==> config.mk <==
export PLATFORM = sky130hd
export DESIGN_NAME = pe_ipad_ring
export DESIGN_NICKNAME = d
export VERILOG_FILES = /design/src/rtl/pe_ipad_ring_pkg.sv /design/src/rtl/pe_ipad_ring_mem.sv /design/src/rtl/pe_ipad_ring.sv
export SDC_FILE = /design/constraint.sdc
export NUM_CORES = 1
export LEC_CHECK = 0
export ABC_AREA = 1
export CAP_MARGIN = 20
export CORE_ASPECT_RATIO = 0.75
export CORE_MARGIN = 10
export CORE_UTILIZATION = 60
export CTS_CLUSTER_SIZE = 16
export DETAILED_ROUTE_END_ITERATION = 7
export DONT_BUFFER_PORTS = 1
export GPL_ROUTABILITY_DRIVEN = 0
export HOLD_SLACK_MARGIN = 0.15
export PLACE_DENSITY = 0.83
export SLEW_MARGIN = 10
export SYNTH_ARGS = -nofsm -noshare
export SYNTH_HDL_FRONTEND = slang
export SYNTH_SLANG_ARGS = --single-unit
==> constraint.sdc <==
create_clock -name i_clk -period 7 [get_ports i_clk]
set_input_delay 0.7 -clock i_clk [delete_from_list [all_inputs] [get_ports i_clk]]
set_output_delay 0.7 -clock i_clk [all_outputs]
set_load 0.02 [all_outputs]
==> src/rtl/pe_ipad_ring_pkg.sv <==
// pe_ipad_ring_pkg
// Shared definitions for the input-pixel ring scratchpad: default geometry
// and the controller state encoding.
package pe_ipad_ring_pkg;

   localparam int IRING_DWD_DEF   = 16;
   localparam int IRING_DEPTH_DEF = 12;

   typedef enum logic [1:0] {
      IDLE = 2'd0,
      RUN  = 2'd1,
      DONE = 2'd2
   } IRingState;

endpackage

==> src/rtl/pe_ipad_ring_mem.sv <==
// pe_ipad_ring_mem
// Depth x (DWd+1) flop array backing the ring. Bit DWd of each entry is the
// zero flag captured with the pixel. Contents are never reset.
// Ports:
//   i_clk             clock
//   i_we              write enable
//   i_waddr, i_wdata  write port (flag in MSB)
//   i_raddr, o_rdata  combinational read port
module pe_ipad_ring_mem #(
   parameter int DWd   = 16,
   parameter int Depth = 12,
   parameter int PW    = 4
) (
   input  logic          i_clk,
   input  logic          i_we,
   input  logic [PW-1:0] i_waddr,
   input  logic [DWd:0]  i_wdata,
   input  logic [PW-1:0] i_raddr,
   output logic [DWd:0]  o_rdata
);

   logic [DWd:0] mem_r [Depth];

   // Single write port into the entry array
   always_ff @(posedge i_clk) begin
      if (i_we) begin
         mem_r[i_waddr] <= i_wdata;
      end
   end

   assign o_rdata = mem_r[i_raddr];

endmodule

==> src/rtl/pe_ipad_ring.sv <==
// pe_ipad_ring
// Circular input-pixel scratchpad. Accepts a pixel stream and replays sliding
// windows (length win, advance stride, nwin windows, reps passes each). A read
// may start as soon as the addressed entry has been written.
// Ports:
//   i_clk, i_rstn (sync, active-low), i_clear (sync soft reset), i_stall
//   i_start + i_conf_{win,stride,nwin,reps}: job configuration
//   i_wvalid/o_wready/i_wdata: pixel write stream
//   o_rvalid/i_rready/o_rdata, o_rzero, o_rlast: window read stream
//   o_busy (RUN), o_done (DONE), o_cfg_err (rejected start pulse)
module pe_ipad_ring
   import pe_ipad_ring_pkg::*;
#(
   parameter int DWd    = IRING_DWD_DEF,
   parameter int Depth  = IRING_DEPTH_DEF,
   parameter int NWinWd = 10,
   parameter int RepWd  = 4
) (
   input  logic                       i_clk,
   input  logic                       i_rstn,
   input  logic                       i_clear,
   input  logic                       i_stall,
   input  logic                       i_start,
   input  logic [$clog2(Depth+1)-1:0] i_conf_win,
   input  logic [$clog2(Depth+1)-1:0] i_conf_stride,
   input  logic [NWinWd-1:0]          i_conf_nwin,
   input  logic [RepWd-1:0]           i_conf_reps,
   input  logic                       i_wvalid,
   output logic                       o_wready,
   input  logic [DWd-1:0]             i_wdata,
   output logic                       o_rvalid,
   input  logic                       i_rready,
   output logic [DWd-1:0]             o_rdata,
   output logic                       o_rzero,
   output logic                       o_rlast,
   output logic                       o_busy,
   output logic                       o_done,
   output logic                       o_cfg_err
);

   localparam int AW = $clog2(Depth+1);  // counts 0..Depth
   localparam int PW = $clog2(Depth);    // entry index 0..Depth-1
   localparam int TW = NWinWd + AW;      // total writes per job
   localparam logic [AW-1:0] DEPTH_A = AW'(Depth);
   localparam logic [AW:0]   DEPTH_S = (AW+1)'(Depth);

   // Modulo-Depth add by compare-subtract; a < Depth and b <= Depth keep one subtract enough
   function automatic logic [PW-1:0] mod_add(input logic [PW-1:0] a, input logic [AW-1:0] b);
      logic [AW:0] sum;
      sum = (AW+1)'(a) + (AW+1)'(b);
      if (sum >= DEPTH_S) begin
         sum = sum - DEPTH_S;
      end else begin
         sum = sum;
      end
      return PW'(sum);
   endfunction

   IRingState         state_r,   state_n;
   logic [AW-1:0]     win_r,     win_n;
   logic [AW-1:0]     stride_r,  stride_n;
   logic [NWinWd-1:0] nwin_r,    nwin_n;
   logic [RepWd-1:0]  reps_r,    reps_n;
   logic [TW-1:0]     limit_r,   limit_n;
   logic [PW-1:0]     wptr_r,    wptr_n;
   logic [PW-1:0]     base_r,    base_n;
   logic [AW-1:0]     count_r,   count_n;
   logic [AW-1:0]     k_r,       k_n;
   logic [RepWd-1:0]  rep_r,     rep_n;
   logic [NWinWd-1:0] win_idx_r, win_idx_n;
   logic [TW-1:0]     wtotal_r,  wtotal_n;
   logic              cfg_err_r, cfg_err_n;

   logic          cfg_ok_s, wready_s, rvalid_s, wfire_s, rfire_s;
   logic          win_end_s, rep_end_s, pop_s;
   logic [DWd:0]  mem_rd_s;

   assign cfg_ok_s = (i_conf_win != {AW{1'b0}}) && (i_conf_win <= DEPTH_A) &&
                     (i_conf_stride != {AW{1'b0}}) && (i_conf_stride <= i_conf_win) &&
                     (i_conf_nwin != {NWinWd{1'b0}}) && (i_conf_reps != {RepWd{1'b0}});

   // Writes stop once the ring is full or the job's (nwin-1)*stride+win pixels are in
   assign wready_s  = (state_r == RUN) && !i_stall && (count_r < DEPTH_A) && (wtotal_r < limit_r);
   assign rvalid_s  = (state_r == RUN) && !i_stall && (k_r < count_r);
   assign wfire_s   = wready_s && i_wvalid;
   assign rfire_s   = rvalid_s && i_rready;
   assign win_end_s = (k_r == win_r - AW'(1));
   assign rep_end_s = (rep_r == reps_r - RepWd'(1));
   assign pop_s     = rfire_s && win_end_s && rep_end_s;

   pe_ipad_ring_mem #(.DWd(DWd), .Depth(Depth), .PW(PW)) u_mem (
      .i_clk   (i_clk),
      .i_we    (wfire_s),
      .i_waddr (wptr_r),
      .i_wdata ({(i_wdata == {DWd{1'b0}}), i_wdata}),
      .i_raddr (mod_add(base_r, k_r)),
      .o_rdata (mem_rd_s)
   );

   // Next-state and counter updates; stall leaves everything at its current value
   always_comb begin
      state_n   = state_r;
      win_n     = win_r;
      stride_n  = stride_r;
      nwin_n    = nwin_r;
      reps_n    = reps_r;
      limit_n   = limit_r;
      wptr_n    = wptr_r;
      base_n    = base_r;
      count_n   = count_r;
      k_n       = k_r;
      rep_n     = rep_r;
      win_idx_n = win_idx_r;
      wtotal_n  = wtotal_r;
      cfg_err_n = 1'b0;
      if (i_stall) begin
         cfg_err_n = 1'b0;
      end else begin
         case (state_r)
            IDLE, DONE: begin
               if (i_start && cfg_ok_s) begin
                  state_n   = RUN;
                  win_n     = i_conf_win;
                  stride_n  = i_conf_stride;
                  nwin_n    = i_conf_nwin;
                  reps_n    = i_conf_reps;
                  limit_n   = TW'(i_conf_nwin - NWinWd'(1)) * TW'(i_conf_stride) + TW'(i_conf_win);
                  wptr_n    = {PW{1'b0}};
                  base_n    = {PW{1'b0}};
                  count_n   = {AW{1'b0}};
                  k_n       = {AW{1'b0}};
                  rep_n     = {RepWd{1'b0}};
                  win_idx_n = {NWinWd{1'b0}};
                  wtotal_n  = {TW{1'b0}};
               end else if (i_start) begin
                  cfg_err_n = 1'b1;
               end else begin
                  state_n = state_r;
               end
            end
            RUN: begin
               if (wfire_s) begin
                  wptr_n   = mod_add(wptr_r, AW'(1));
                  wtotal_n = wtotal_r + TW'(1);
               end else begin
                  wptr_n   = wptr_r;
               end
               // A completed window releases stride entries even on the final one
               count_n = count_r + AW'(wfire_s) - (pop_s ? stride_r : {AW{1'b0}});
               if (rfire_s && win_end_s) begin
                  k_n = {AW{1'b0}};
                  if (rep_end_s) begin
                     rep_n     = {RepWd{1'b0}};
                     base_n    = mod_add(base_r, stride_r);
                     win_idx_n = win_idx_r + NWinWd'(1);
                     if (win_idx_r == nwin_r - NWinWd'(1)) begin
                        state_n = DONE;
                     end else begin
                        state_n = RUN;
                     end
                  end else begin
                     rep_n = rep_r + RepWd'(1);
                  end
               end else if (rfire_s) begin
                  k_n = k_r + AW'(1);
               end else begin
                  k_n = k_r;
               end
            end
            default: begin
               state_n = IDLE;
            end
         endcase
      end
   end

   // Control registers; reset and soft clear dominate stall and start
   always_ff @(posedge i_clk) begin
      if (!i_rstn || i_clear) begin
         state_r   <= IDLE;
         win_r     <= {AW{1'b0}};
         stride_r  <= {AW{1'b0}};
         nwin_r    <= {NWinWd{1'b0}};
         reps_r    <= {RepWd{1'b0}};
         limit_r   <= {TW{1'b0}};
         wptr_r    <= {PW{1'b0}};
         base_r    <= {PW{1'b0}};
         count_r   <= {AW{1'b0}};
         k_r       <= {AW{1'b0}};
         rep_r     <= {RepWd{1'b0}};
         win_idx_r <= {NWinWd{1'b0}};
         wtotal_r  <= {TW{1'b0}};
         cfg_err_r <= 1'b0;
      end else begin
         state_r   <= state_n;
         win_r     <= win_n;
         stride_r  <= stride_n;
         nwin_r    <= nwin_n;
         reps_r    <= reps_n;
         limit_r   <= limit_n;
         wptr_r    <= wptr_n;
         base_r    <= base_n;
         count_r   <= count_n;
         k_r       <= k_n;
         rep_r     <= rep_n;
         win_idx_r <= win_idx_n;
         wtotal_r  <= wtotal_n;
         cfg_err_r <= cfg_err_n;
      end
   end

   assign o_wready  = wready_s;
   assign o_rvalid  = rvalid_s;
   assign o_rdata   = rvalid_s ? mem_rd_s[DWd-1:0] : {DWd{1'b0}};
   assign o_rzero   = rvalid_s ? mem_rd_s[DWd] : 1'b0;
   assign o_rlast   = rvalid_s && win_end_s;
   assign o_busy    = (state_r == RUN);
   assign o_done    = (state_r == DONE);
   assign o_cfg_err = cfg_err_r;

endmodule

# Word level (Yosys, flattened, before mapping)
# Memory sizes are Yosys's and may differ from the RTL's.
# Cells that the tools add are included.
# Widths: inputs -> output; s select.
# totals
ramBits	204
ff_bits	83
in_bits	45
n_memories	1
# mem_list
name	words	width	read_ports	rd_clocked_by_memory_dff	write_ports	line_no	rtl
u_mem.mem_r	12	17	1	0	1	pe_ipad_ring_mem.sv:22	logic [DWd:0] mem_r [Depth];
# op_classes
addsub	17
n_reduce_logical	34
eq_ne	10
muxes	34
n_lt_le_gt_ge	8
bitwise	2
mul	1
# ops
op	count
$mux 4	12
$pmux 4 s2	5
$mux 10	3
$mux 14	2
$pmux 14 s2	1
$pmux 10 s2	1
$logic_not 16->1	1
$mux 16	1
$reduce_and 4->1	4
$ge 5x4->1 const B	3
$logic_and 1x1->1	15
$add 14x1->14 const B	1
$add 14x4->14	1
$lt 14x14->1	1
$mul 11x5->14	1
$reduce_bool 4->1	3
$sub 4x4->4 const B	3
$sub 10x1->11 const B	1
$add 10x1->10 const B	1
$add 4x4->5	2
$eq 10x10->1	1
$reduce_bool 10->1	1
$sub 10x1->10 const B	1
$add 4x1->4 const B	2
other kinds (26)	39

# Longest topological paths before layout
# Gate-level depths: netlist of the first run.
# logic_depth
word_depth	9
mapped_depth	23
ltp_nobuf	23

# Hierarchy
# Synthesis of the first run repeated with hierarchy kept, for this count alone.
# hier_totals
cells_unflattened	1902
area_unflattened_um2	16370.7
# by_module_without_submodules
module	n_inst	cells_each	seq_area_each_um2	area_each_um2
pe_ipad_ring_mem	1	781	6125.9	8618.3
pe_ipad_ring	1	1121	1661.6	7752.4

# Least setup slack after synthesis of the first run
# No wires, ideal clock.
# synth_path
path_type	input port to flip-flop
start	input i_conf_nwin[1]
end	register limit_r[11]
t_arrival_ns	4.141
path_slack_ns	2.732
required_ns	6.873
cell_stages	20
path_cell_list	inv_1 > ha_1 > nand2_1 > nor2_1 > nand2_1 > xor2_1 > nor2_1 > ha_1 > fa_1 > inv_1 > fa_1 > inv_1 > ha_1 > a21oi_1 > a21boi_0 > o21ai_0 > a21oi_1 > nand2_1 > nand3_1 > o21ai_0
# synth_via
elab_chain_cells	5
word_cells_on_any_way	8
# synth_lines
element	line_no	rtl
start, declared	pe_ipad_ring.sv:26	input logic [NWinWd-1:0] i_conf_nwin,
branches (longest 5 deep; another with $mul 11x5->14)	n/a	
end signal, assigned	pe_ipad_ring.sv:185	limit_r <= {TW{1'b0}};
end signal, assigned	pe_ipad_ring.sv:200	limit_r <= limit_n;
end, declared	pe_ipad_ring.sv:64	logic [TW-1:0] limit_r, limit_n;
# Parallel ways; which one is timed is not known.
# A chain may end at the register's enable or synchronous reset.

# Worst setup path after layout of the first run
# layout_path
start	register k_r[0]
end	output o_rdata[1]
# layout_via
elab_chain_cells	5
word_cells_on_any_way	8
# layout_lines
element	line_no	rtl
start, declared	pe_ipad_ring.sv:68	logic [AW-1:0] k_r, k_n;
start signal, assigned	pe_ipad_ring.sv:189	k_r <= {AW{1'b0}};
start signal, assigned	pe_ipad_ring.sv:204	k_r <= k_n;
$add 4x4->5	pe_ipad_ring.sv:50	sum = (AW+1)'(a) + (AW+1)'(b);
$sub 4x4->4 or $ge 5x4->1 (tied branches)	pe_ipad_ring.sv:52, pe_ipad_ring.sv:51	
$mux 4	pe_ipad_ring.sv:51	if (sum >= DEPTH_S) begin
$mem_v2 12x17	n/a	
$mux 16 (*)	pe_ipad_ring.sv:214	assign o_rdata = rvalid_s ? mem_rd_s[DWd-1:0] : {DWd{1'b0}};
end, declared	pe_ipad_ring.sv:33	output logic [DWd-1:0] o_rdata,
# Mark *: on every way between the ends. The rest lies on a longest branch, timed or not.

==> flow_metrics.py, run 1 <==
metrics = {
    "finish": {
        "final_cells": 2075,
        "nNetsFinal": 1865,
        "synthToLayoutAreaGrowth_pct": 8.45,
        "n_antenna_cell": 0,
        "drive_gt1_share_pct": 6.53,
        "utilization_pct": 65.8,
    },
    "global_route": {
        "grt_max_degree": 105,
        "overflow": 0,
        "grt.total_usage_pct": 23.0,
        "antenna_found_initial": 0,
        "grt_pass1_wl_um": 62200,
        "grt_pass1_vias": 12000,
    },
    "die": {
        "die_w_um": 206,
        "core_area_um2": 25800,
        "pin_count": 68,
        "start_util_pct": 60.6,
        "die-area_um2": 33000,
        "die_h_um": 160,
        "rows": 51,
    },
    "worst_setup_path": {
        "cp-start-kind": "register",
        "crit_fanout": 34,
        "cp-end-kind": "output pin",
        "critPathTopFamily": "adder cells",
        "path_class": "reg2out",
        "worstPathCellList": "ha_4 > fa_1 > inv_2 > nand2_1 > nor2_1 > a211oi_2 > nand2_1 > nand2_1 > nand2_2 > nand2_1 > o21ai_1 > a21oi_1",
        "cp_common_cell": "nand2_1",
        "slowest_stage": "fa_1",
        "critPathBufInv": 1,
        "cp_data_required_time_ns": 6.30,
        "cpPeakStageDelay_ns": 1.11,
        "worstPathArrival_ns": 4.28,
    },
    "synth": {
        "synthArstFlopShare_pct": 0,
        "syn-num-nets": 1883,
        "synth_edf_count": 204,
        "synth_fa_ha_area_share_pct": 10.1,
        "ys_seq_elements": 287,
        "ys_types": 49,
        "syn_inst": 1727,
        "syn_area_um2": 15600,
        "synth_top_family_by_area": "simple AND/OR/NAND/NOR gates",
        "synth-simple-area-share_pct": 20.0,
        "synth-xor-area-share_pct": 2.75,
        "syn_area_per_cell_um2": 9.05,
        "synth_compound_area_share_pct": 10.8,
        "synthFlopType": "edfxtp_1",
        "synth_mux_area_share_pct": 0,
        "seq_area_frac_synth_pct": 49.8,
        "yosys_warnings": 0,
    },
    "route": {
        "drc": 0,
        "post_drt_via_cell_ratio": 5.95,
        "drt_iter0_markers": 1625,
        "wl_per_cell_um": 18.4,
        "dr.pass1.iters": 6,
        "drt-total-wl_um": 38200,
        "ant_nets": 0,
        "via_count": 12300,
    },
    "clock_network": {
        "tritoncts": "yes",
        "clkLatencyLatePin_ns": 0.55,
        "cts_setup_buffers": 0,
        "htreeDepth": 1,
        "ctsHoldBuffers": 0,
        "clock_sinks": 287,
        "cts_resized": 0,
        "numCtsBuffers": 28,
        "cts_root_buffer": "clkbuf_16",
        "clkSlewWorstSetupHoldPaths_ns": 0.07,
        "clockBufferDepth": 3,
    },
    "timing": {
        "finClkSkew_ns": 0.0274,
        "fmax_mhz": 201,
        "finalHoldViolations": 0,
        "setup_viol": 0,
        "slew_violations": 0,
        "max_slew.worst_pin.slew_ns": 1.05,
        "period_share_pct": 71.2,
        "finalSetupTns_ns": 0,
        "fin_crit_ns": 4.98,
        "slew_headroom_pct": 29.8,
        "rsz0062_at_grt": "false",
    },
    "power_and_ir_drop": {
        "power_mw": 3.84,
        "ir_drop_mv": 0.198,
        "power_leakage_nw": 6.59,
        "powerDensity_nw_per_um2": 227,
    },
    "placed_design": {
        "dp.cells": 2023,
        "dp_hpwl_um": 24600,
        "port_buffers": 0,
    },
    "run_status": {
        "status": "finished clean",
    },
    "worst_hold_path": {
        "hp-class": "in2reg",
    },
    "job": {
        "drv_cap": 0,
    },
}
-- metal layers --
| layer | part of all wire [%] | global-route usage, % | vias up |
|---|---|---|---|
| met2 | 46 | 36.5 | 608 |
| met1 | 42 | 31.5 | 5844 |
| met3 | 9.4 | 4.04 | 103 |
| met4 | 2.7 | 6.65 | 0 |
| li1 | - | - | 5787 |
| met5 | 0 | 0 | - |
-- final cells by class --
cell class | count | area [um2]
multi-input combinational | 1183 | 6860
tap | 344 | 430
clock inverter | 17 | 220
fill | 1914 | 8830
inverter | 192 | 721
clock buffer | 35 | 768
timing repair buffer | 17 | 165
sequential | 287 | 7790
-- worst register-to-register path: stages (launching register included) --
cell and delay, ns:
dfxtp_1 0.44, inv_1 0.07, ha_1 0.31, a21oi_1 0.28, nand3_1 0.16, inv_2 0.45
nand3_1 0.20, nor2_1 0.20, nand2_1 0.08, ha_1 0.30, ha_1 0.35, a21oi_1 0.17
nand2_1 0.09, xnor2_1 0.19, inv_1 0.06, nand3_1 0.08, nand3_1 0.06, a21oi_1 0.15
-- worst paths after layout --
| path | from | endpoint | slack (ns) | cells past startpoint |
|---|---|---|---|---|
| worst min register to register | limit_r[7] | limit_r[7] | 0.47 | 2 |
| worst max-delay path | k_r[0] | o_rdata[1] | 2.02 | 12 |
| worst max register to register | count_r[3] | count_r[3] | 3.28 | 17 |
| worst min-delay path | i_wdata[3] | u_mem.mem_r[1][3] | 0.25 | 0 |
-- synthesized netlist by cell type, types with 15 or more instances --
| cell type | number | area, um2 |
|---|---|---|
| a21oi_1 | 105 | 526 |
| a32o_1 | 17 | 170 |
| a32oi_1 | 17 | 149 |
| buf_2 | 15 | 75.1 |
| clkbuf_1 | 37 | 139 |
| dfxtp_1 | 83 | 1660 |
| edfxtp_1 | 204 | 6130 |
| fa_1 | 26 | 521 |
| ha_1 | 85 | 1060 |
| inv_1 | 180 | 676 |
| nand2_1 | 382 | 1430 |
| nand3_1 | 99 | 495 |
| nor2_1 | 193 | 724 |
| nor3_1 | 16 | 80.1 |
| o21ai_0 | 85 | 425 |
| o21ai_1 | 26 | 130 |
| o22ai_1 | 18 | 113 |
| xnor2_1 | 18 | 158 |
| xor2_1 | 31 | 272 |
-- cells in the final DEF (no fill, tap or decap), drive strengths merged, types with 3 or more instances in the layout --
| cell type | netlist | routed |
|---|---|---|
| a211oi | 4 | 4 |
| a21oi | 112 | 112 |
| a31oi | 3 | 3 |
| a32o | 17 | 17 |
| a32oi | 17 | 17 |
| buf | 28 | 17 |
| bufinv | 0 | 5 |
| clkbuf | 37 | 35 |
| clkinv | 1 | 9 |
| dfxtp | 83 | 83 |
| edfxtp | 204 | 204 |
| fa | 26 | 26 |
| ha | 85 | 85 |
| inv | 191 | 193 |
| nand2 | 392 | 392 |
| nand3 | 100 | 100 |
| nand4 | 13 | 13 |
| nor2 | 198 | 198 |
| nor3 | 16 | 16 |
| nor3b | 5 | 5 |
| nor4 | 7 | 7 |
| o21ai | 111 | 111 |
| o22ai | 18 | 18 |
| xnor2 | 18 | 18 |
| xor2 | 31 | 31 |
-- cells by family after synthesis --
group,count (synthesis)
adder cells (fa/ha/maj),111
buffers and inverters,257
AO/OA/AOI/OAI,288
XOR/XNOR,49
AND/OR/NAND/NOR,735
flip-flops,287
-- sequential cells by signal, summed over array words and instances, names as in the netlist --
signal       cells
stride_r         4
rep_r            4
o_cfg_err        1
win_r            4
win_idx_r       10
count_r          4
reps_r           4
k_r              4
limit_r         14
u_mem.mem_r    204
state_r          2
wptr_r           4
base_r           4
nwin_r          10
wtotal_r        14
-- per-stage QoR --
step	setup slack, ns	hold WS [ns]	cell area (um2)
3_5_place_dp	2.31	0.454	16000
4_1_cts	2.10	0.239	17000
3_3_place_gp	2.45	0.445	15900
5_1_grt	1.84	0.237	17000
6_report	2.02	0.247	17000
2_1_floorplan	2.73	0.432	15600
-- where the power goes --
| part | internal (mW) | leakage [nW] | switching (mW) |
|---|---|---|---|
| Sequential | 1.82 | 2.49 | 0.00619 |
| Clock | 0.964 | 0.480 | 0.650 |
| Combinational | 0.137 | 3.62 | 0.264 |
Power figures use the tool's default switching activity.
==> run 2, diff against run 1 <==
==> constraint.sdc (replaced) <==
create_clock -name i_clk -period 4.6 [get_ports i_clk]
set_input_delay 0.46 -clock i_clk [delete_from_list [all_inputs] [get_ports i_clk]]
set_output_delay 0.46 -clock i_clk [all_outputs]
set_load 0.02 [all_outputs]
==> run 2 against run 1 <==
Power grew 47%. Non-clock buffer count is 61 higher. First-iteration DRC count shrank 8.4%. Critical path type unchanged. Largest power group unchanged. Sequential power grew 52%. Setup slack worse by 1.7 ns. Global-route usage about the same. Cell area rose by 2.4%. Clock-buffer cell count unchanged. Clock skew fell by 0.015 ns. Sequential cell count stayed put.
==> flow_metrics.py, run 2 (synthesis gave the netlist of run 1 again) <==
metrics = {
    "finish": {
        "largest_register_ffs": 204,
        "final_common_cell": "nand2_1",
        "n_antenna_cell": 0,
        "drive_gt1_share_pct": 7.31,
        "regMostFlops": "u_mem.mem_r",
        "final_cell_mix": "nand2_1 (382), edfxtp_1 (204), nor2_1 (183)",
        "synthToLayoutAreaGrowth_pct": 11.1,
        "final_cells": 2135,
        "fill_cells": 1890,
        "utilization_pct": 67.3,
        "nNetsFinal": 1926,
        "largest_registers": "u_mem.mem_r (204), limit_r (14), wtotal_r (14)",
    },
    "route": {
        "wl_per_cell_um": 18.0,
        "wl_met3_um": 3550,
        "drt-total-wl_um": 38400,
        "top_layer": "met4",
        "drt_iter0_markers": 1489,
        "dr.pass1.iters": 6,
        "via_count": 12500,
        "drc": 0,
        "post_drt_via_cell_ratio": 5.84,
        "ant_nets": 0,
        "wl_met2_um": 17800,
        "wl_met1_um": 16100,
    },
    "global_route": {
        "grt_max_degree": 103,
        "grt_pass1_vias": 12000,
        "grt_pass1_wl_um": 61800,
        "overflow": 0,
        "antenna_found_initial": 1,
        "grt.total_usage_pct": 23.0,
    },
    "die": {
        "die-area_um2": 33000,
        "die_h_um": 160,
        "die_w_um": 206,
        "start_util_pct": 60.6,
        "core_area_um2": 25800,
        "rows": 51,
        "pin_count": 68,
    },
    "run_status": {
        "status": "finished clean",
    },
    "timing": {
        "finalHoldViolations": 0,
        "fin_crit_ns": 4.30,
        "period_share_pct": 93.5,
        "setup_viol": 0,
        "finClkSkew_ns": 0.0125,
        "slew_headroom_pct": 30.4,
        "rsz0062_at_grt": "false",
        "max_slew.worst_pin.slew_ns": 1.04,
        "holdWs_ns": 0.171,
        "layout_setup_ws_ns": 0.301,
        "slew_violations": 0,
        "fmax_mhz": 233,
        "finalSetupTns_ns": 0,
    },
    "worst_setup_path": {
        "cp_data_required_time_ns": 4.14,
        "cp_common_cell": "nand2_1",
        "path_class": "reg2out",
        "cp-end-kind": "output pin",
        "cp-start-kind": "register",
        "worstPathArrival_ns": 3.84,
        "slowest_stage": "fa_1",
        "cpPeakStageDelay_ns": 0.48,
        "crit_fanout": 34,
        "worstPathCellList": "ha_4 > fa_1 > buf_4 > inv_2 > nand2_1 > nor2_1 > a211oi_2 > nand2_1 > nand2_1 > nand2_2 > nand2_1 > o21ai_1 > a21oi_1 > buf_4",
    },
    "placed_design": {
        "place_ws_ns": 0.134,
        "dp.cells": 2047,
        "port_buffers": 0,
        "dp_hpwl_um": 24500,
    },
    "clock_network": {
        "clkLatencyLatePin_ns": 0.55,
        "clkSlewWorstSetupHoldPaths_ns": 0.07,
        "cts_root_buffer": "clkbuf_16",
        "clockBufferDepth": 3,
        "tritoncts": "yes",
        "ctsHoldBuffers": 37,
        "cts_resized": 0,
        "htreeDepth": 1,
        "numCtsBuffers": 28,
        "clock_sinks": 287,
        "cts_setup_buffers": 0,
    },
    "power_and_ir_drop": {
        "swShare_pct": 24.7,
        "p_clk_share_pct": 39.1,
        "p_seq_share_pct": 49.2,
        "p_int_mw": 4.26,
        "powerDensity_nw_per_um2": 326,
        "ir_drop_mv": 0.276,
        "pwr-share-comb_pct": 11.8,
        "switchingPower_mw": 1.40,
        "power_leakage_nw": 6.81,
    },
    "job": {
        "drv_cap": 0,
    },
    "worst_hold_path": {
        "hp-class": "in2reg",
    },
}
run 2: cell count changes in the layout (fill, tap and decap cells not counted), moves of 3 or more:
cell           delta
buf_4            +28
dlygate4sd3_1    +37
bufinv_16         -3
clkinvlp_2        +3
buf_8             -5
clkinv_1          +3
run 2: power groups by stage:
stage / Sequential, mW / Combinational, mW / Clock [mW]
2_1_floorplan: 2.83 / 0.484 / 0
3_3_place_gp: 2.84 / 0.575 / 0
3_5_place_dp: 2.84 / 0.604 / 0
4_1_cts: 2.78 / 0.658 / 2.23
5_1_grt: 2.78 / 0.755 / 2.32
6_report: 2.78 / 0.665 / 2.21
run 2: critical path: cells and delay by family, from the launching register on:
kind	cells	cell delay [ns]
buffers and inverters	3	0.55
flip-flops	1	0.43
AND/OR/NAND/NOR	6	1.00
AO/OA/AOI/OAI	3	0.61
adder cells (fa/ha/maj)	2	0.70
run 2: worst paths after layout:
path,startpoint,end,slack (ns),cells past startpoint
worst max register to register,wtotal_r[11],u_mem.mem_r[0][8],1.37,11
worst min-delay path,i_conf_win[0],limit_r[0],0.17,3
worst max-delay path,k_r[0],o_rdata[1],0.30,14
worst min register to register,limit_r[7],limit_r[7],0.48,2
run 2: layout make-up:
type	instances	area, um2	area share [%]
inverter	192	721	4.15
timing repair buffer	78	691	3.98
multi-input combinational	1183	6860	39.5
clock inverter	16	124	0.713
clock buffer	35	748	4.31
tap	344	430	2.48
sequential	287	7790	44.9
run 2: metal layers:
layer	vias to the layer above	GRT usage, %
li1	5905	-
met3	93	3.80
met1	5828	31.4
met2	632	36.5
met5	-	0
met4	0	7.51
run 2: per-stage QoR:
| stage | instance area, um2 | total power [mW] |
|---|---|---|
| finish | 17400 | 5.66 |
| global route | 17400 | 5.86 |
| CTS | 17400 | 5.66 |
| detailed placement | 16100 | 3.44 |
| global placement | 16100 | 3.41 |
| floorplan | 15600 | 3.32 |
